### src/rtl/addsub_pkg.sv
// Shared types and constants for the add/subtract arbiter slice.
// FSM state encoding and requester ids live here.
package addsub_pkg;

  localparam int ADDSUB_WIDTH = 8;

  typedef enum logic [1:0] {
    IDLE = 2'd0,
    EXEC = 2'd1,
    RESP = 2'd2
  } state_e;

  localparam logic ID0 = 1'b0;
  localparam logic ID1 = 1'b1;

endpackage

### src/rtl/adder_subtractor.sv
// Combinational two's-complement adder/subtractor.
// Carry-out is dropped; ovfl reports signed overflow.
module adder_subtractor #(
  parameter int WIDTH = 8
) (
  input  logic [WIDTH-1:0] a_i,
  input  logic [WIDTH-1:0] b_i,
  input  logic             mode_i,
  output logic [WIDTH-1:0] result_o,
  output logic             ovfl_o
);

  logic sa;
  logic sb;
  logic sr;

  assign sa = a_i[WIDTH-1];
  assign sb = b_i[WIDTH-1];
  assign sr = result_o[WIDTH-1];

  // add or subtract, then flag a sign flip not explained by operands
  always_comb begin
    result_o = mode_i ? (a_i - b_i) : (a_i + b_i);
    if (mode_i) ovfl_o = (sa != sb) && (sr != sa);
    else        ovfl_o = (sa == sb) && (sr != sa);
  end

endmodule

### src/rtl/addsub_arbiter.sv
// Two-requester round-robin front end for one shared add/sub unit.
// IDLE grants and captures, EXEC computes, RESP holds until accepted.
module addsub_arbiter
  import addsub_pkg::*;
#(
  parameter int WIDTH = ADDSUB_WIDTH
) (
  input  logic             clk,
  input  logic             rst,
  input  logic             req0,
  input  logic [WIDTH-1:0] a0,
  input  logic [WIDTH-1:0] b0,
  input  logic             mode0,
  input  logic             req1,
  input  logic [WIDTH-1:0] a1,
  input  logic [WIDTH-1:0] b1,
  input  logic             mode1,
  output logic             gnt0,
  output logic             gnt1,
  output logic             out_valid,
  input  logic             out_ready,
  output logic             out_id,
  output logic [WIDTH-1:0] result,
  output logic             ovfl,
  output logic             busy
);

  state_e state_q, state_d;
  logic   last_q, last_d;
  logic   win;

  logic [WIDTH-1:0] opa_q, opa_d;
  logic [WIDTH-1:0] opb_q, opb_d;
  logic             mode_q, mode_d;
  logic             id_q, id_d;
  logic             gnt0_q, gnt0_d;
  logic             gnt1_q, gnt1_d;
  logic [WIDTH-1:0] res_q, res_d;
  logic             ovfl_q, ovfl_d;
  logic             oid_q, oid_d;

  logic [WIDTH-1:0] alu_res;
  logic             alu_ovfl;

  adder_subtractor #(
    .WIDTH(WIDTH)
  ) u_alu (
    .a_i     (opa_q),
    .b_i     (opb_q),
    .mode_i  (mode_q),
    .result_o(alu_res),
    .ovfl_o  (alu_ovfl)
  );

  // pick the winner: lone requester, else the one not granted last
  always_comb begin
    win = ID0;
    unique case (1'b1)
      req0 & ~req1: win = ID0;
      req1 & ~req0: win = ID1;
      default:      win = (last_q == ID0) ? ID1 : ID0;
    endcase
  end

  // next-state and register updates for the FSM datapath
  always_comb begin
    state_d = state_q;
    last_d  = last_q;
    opa_d   = opa_q;
    opb_d   = opb_q;
    mode_d  = mode_q;
    id_d    = id_q;
    gnt0_d  = 1'b0;
    gnt1_d  = 1'b0;
    res_d   = res_q;
    ovfl_d  = ovfl_q;
    oid_d   = oid_q;
    unique case (state_q)
      IDLE: begin
        if (req0 | req1) begin
          opa_d   = win ? a1 : a0;
          opb_d   = win ? b1 : b0;
          mode_d  = win ? mode1 : mode0;
          id_d    = win;
          last_d  = win;
          gnt0_d  = (win == ID0);
          gnt1_d  = (win == ID1);
          state_d = EXEC;
        end
      end
      EXEC: begin
        res_d   = alu_res;
        ovfl_d  = alu_ovfl;
        oid_d   = id_q;
        state_d = RESP;
      end
      RESP: begin
        if (out_ready) state_d = IDLE;
      end
      default: state_d = IDLE;
    endcase
  end

  // state and datapath registers with async reset
  always_ff @(posedge clk or posedge rst) begin
    if (rst) begin
      state_q <= IDLE;
      last_q  <= ID1;
      opa_q   <= '0;
      opb_q   <= '0;
      mode_q  <= 1'b0;
      id_q    <= ID0;
      gnt0_q  <= 1'b0;
      gnt1_q  <= 1'b0;
      res_q   <= '0;
      ovfl_q  <= 1'b0;
      oid_q   <= ID0;
    end else begin
      state_q <= state_d;
      last_q  <= last_d;
      opa_q   <= opa_d;
      opb_q   <= opb_d;
      mode_q  <= mode_d;
      id_q    <= id_d;
      gnt0_q  <= gnt0_d;
      gnt1_q  <= gnt1_d;
      res_q   <= res_d;
      ovfl_q  <= ovfl_d;
      oid_q   <= oid_d;
    end
  end

  assign gnt0      = gnt0_q;
  assign gnt1      = gnt1_q;
  assign out_valid = (state_q == RESP);
  assign busy      = (state_q != IDLE);
  assign result    = res_q;
  assign ovfl      = ovfl_q;
  assign out_id    = oid_q;

endmodule
### config.mk
export PLATFORM = sky130hd
export DESIGN_NAME = addsub_arbiter
export DESIGN_NICKNAME = d
export VERILOG_FILES = /design/src/rtl/addsub_pkg.sv /design/src/rtl/adder_subtractor.sv /design/src/rtl/addsub_arbiter.sv
export SDC_FILE = /design/constraint.sdc
export NUM_CORES = 1
export LEC_CHECK = 0
export CORE_MARGIN = 5
export CORE_UTILIZATION = 45
export CTS_BUF_LIST = sky130_fd_sc_hd__clkbuf_16
export CTS_CLUSTER_DIAMETER = 30
export DETAILED_ROUTE_END_ITERATION = 7
export PLACE_DENSITY = 0.77
export SLEW_MARGIN = 20
export SYNTH_ARGS = -nofsm -noshare
export SYNTH_HDL_FRONTEND = slang
export SYNTH_SLANG_ARGS = --single-unit
### constraint.sdc
create_clock -name clk -period 2.58 [get_ports clk]
set_input_delay 0.516 -clock clk [delete_from_list [all_inputs] [get_ports clk]]
set_output_delay 0.516 -clock clk [all_outputs]
set_load 0.005 [all_outputs]
==> impl_results.md <==
* Via Count at 1,457
* First-pass GRT wire length at 6.38 mm
* Most used DFF post-synth: dfrtp_1
* Crit-path slowest cell: dfrtp_1
* Max-Cap Viols at 0
* Sw Ratio at 37.8%
* Final Instance Count excl. Fillers at 296
* Pwr dens at 1410 nW/um2
* Worst slew margin at 61.2%
* DRC Markers at 0
* CTS Sinks at 33
* Area share of the largest cell type after synthesis at 43.5%
* Antenna-violating nets left at 0
* Clk pwr share at 14.4%
* Status: finished, final reports clean
* Type of origin of the critical path: flip-flop
* #FFs+latches synth at 33
* Fin crit share at 94.9%
* Gr usage total at 15.2%
* Num CTS Buffers at 5
* Slew @ Worst Pin at 0.581 ns
* Gpl congestion at 0.827
* Final nets at 296
* Gate Count Post-Synth at 188
* CP top delay family: compound AO/OA/AOI/OAI gates
* H-tree depth at 2
* Non-Filler Cell Area, Final at 2610 um2
* Initial core utilization at 46.3%
* Final setup fails at 0
* Max Clock Skew at 0.00480 ns
* Mapped cell area at 1840 um2
* CTS Buffer Depth at 2
* Syn Area/Cell at 9.78 um2
* Initial detailed-routing violation count at 55
* Worst Path Arrival at 2.58 ns
* Synth Net Count at 238
* Top cells by count, synth: 32 x dfrtp_1, 28 x nor2_1, 22 x a21oi_1
* Share of cells above drive strength 1 at 9.76%
* Post-synth top area cell: dfrtp_1
* CTS tree: yes
* Compound-gate portion of the synthesized area at 12.7%
* Remaining Overflow, GRT at 0
* CP Class: reg2reg
* Max frequency at 408 MHz
* Ant. Diodes at 0
* Routed length per placed instance at 12.5 um
* Post-synthesis xor/xnor area fraction at 6.19%
* Fill cells at 340
* Simple logic cell fraction of the synthesized area at 11.3%
* Cells after DPL at 287
* Asr flop ratio synth at 100%
* Root buffer cell: clkbuf_16
* Flop pwr share at 26.4%
* Ranking of synthesized cells by area: dfrtp_1 44%, mux2i_1 10%, ha_1 6.8%
* Placed cell area at 2460 um2
* Cell with the most instances after synthesis: dfrtp_1
* Internal power at 0.00229 W
* Worst-path clk slew at 0.05 ns
* Peak supply drop at 0.565 mV
* Synth-to-layout area growth at 41.9%
* Worst path buffer plus inverter count at 1
* Die width at 73.9 um
* Hold Violations, Final at 0
* Final hold slack at 0.473 ns
* Vias in the first global route at 1,460
* Fin. max-slew vios at 0
* Total wire length at 3.69 mm
* Worst Hold Class: reg2reg
* HPWL after DPL at 2.86 mm
* Synth warn at 0
* Initial antenna violation count at 0
* I/O Buffers at 52
* Comb power frac at 59.2%
* 1st-pass router iterations at 4
* Clk_lat worst skew at 0.27 ns
* Core box area at 3970 um2
* Sequential-to-total area share from yosys stat at 45.0%
* Switching power at 0.00139 W
* Die Footprint at 5470 um2
* Setup tns final at 0 ns
* Die Span Y at 73.9 um
* EDFF count, synth at 0
* Post-synth cell types at 29
* Worst Path Required at 2.71 ns
* Largest family of logic cells by synthesized area: compound AO/OA/AOI/OAI gates
* Post-route minimum period at 2.45 ns
* Vias per inst at 4.92
* Leak at 1.21 nW
* Largest net degree at the start of global routing at 39
* Maximum fanout along the worst path at 3
* Max incr delay on CP at 0.37 ns
* Row count at 23
* Mux share of post-synthesis cell area at 12.2%
* Io pins at 53
* Crit end category: flip-flop
* Synth Area in Adders at 7.89%
* CP cell instances: buf_4 -> nor3_2 -> nor2_1 -> xnor2_1 -> ha_1 -> a21o_1 -> a21o_1 -> a221oi_2 -> xnor2_1 -> mux2i_1 -> o21ai_1
final cells by class:
| class | count | area [um2] | area share, % |
|---|---|---|---|
| Tap cell | 50 | 62.6 | 2.40 |
| Sequential cell | 33 | 827 | 31.7 |
| Clock buffer | 5 | 125 | 4.79 |
| Timing Repair Buffer | 60 | 606 | 23.2 |
| Clock inverter | 2 | 7.51 | 0.288 |
| Inverter | 12 | 45.0 | 1.73 |
| Multi-Input combinational cell | 134 | 937 | 35.9 |
metrics by stage:
step	util [%]	power (W)	worst slack [ns]
final	65.7	0.00367	0.131
after global routing	65.7	0.00404	-0.0108
after floorplan	-	0.00249	0.198
after detailed placement	61.8	0.00310	0.0540
after global placement	61.8	0.00304	0.127
after CTS	65.2	0.00366	0.00759
power by group through the flow:
stage                     Sequential, W  Combinational, W  Clock [W]
after floorplan                0.000942           0.00155          0
after detailed placement       0.000980           0.00212          0
final                          0.000969           0.00218   0.000529
after global routing            0.00101           0.00246   0.000571
after CTS                      0.000978           0.00214   0.000544
after global placement         0.000966           0.00207          0
worst register-to-register path, cell delays in order, from the launching register on:
cell and delay (ns):
dfrtp_1 0.37, buf_4 0.15, nor3_2 0.24, nor2_1 0.09, xnor2_1 0.13, ha_1 0.21
a21o_1 0.18, a21o_1 0.18, a221oi_2 0.27, xnor2_1 0.19, mux2i_1 0.23, o21ai_1 0.07
kinds of logic after synthesis:
logic type | Yosys count
AND/OR/NAND/NOR | 47
AO/OA/AOI/OAI | 41
flip-flops | 33
multiplexers | 22
buffers and inverters | 21
XOR/XNOR | 13
adder cells (fa/ha/maj) | 11
flip-flops by register name, summed over array words and instances (netlist names):
| signal | flops |
|---|---|
| out_id | 1 |
| gnt1 | 1 |
| opb_q | 8 |
| gnt0 | 1 |
| ovfl | 1 |
| id_q | 1 |
| mode_q | 1 |
| state_q | 2 |
| opa_q | 8 |
| result | 8 |
| last_q | 1 |
placed cells by master, fill, tap and decap left out, types with 3 or more instances in the layout:
cell	instances
nand2_1	7
mux2i_1	19
a21oi_1	20
xor2_1	3
dfrtp_1	32
a31oi_1	3
nor2_1	27
o21ai_0	8
inv_1	13
a21o_1	3
ha_1	9
nand2b_1	5
xnor2_1	10
clkbuf_16	5
clkdlybuf4s50_1	52
mux2_2	3
buf_4	6
final timing paths:
kind,startpoint,end,slack (ns),depth (start not counted)
min reg2reg,result[3],result[3],0.47,2
max,opb_q[1],ovfl,0.13,11
max in group asynchronous,rst,last_q,1.62,3
min in group asynchronous,rst,result[0],0.63,3
max reg2reg,opb_q[1],ovfl,0.13,11
min,result[3],result[3],0.47,2
routing by layer:
metal	vias to the layer above	wire, um	GRT usage (%)
li1	753	-	-
met1	665	1620	18.6
met2	33	1830	26.2
met3	6	175	3.78
met4	0	64	5.43
met5	-	0	0
repair_timing:
| item | 4_1_cts | 5_1_grt |
|---|---|---|
| buffers inserted | 0 | 2 |
| resized for setup | 0 | 2 |
| hold buffers | 0 | 0 |
| endpoints found under the setup margin | 0 | 2 |
No activity file was read; power rests on OpenSTA's default activity.
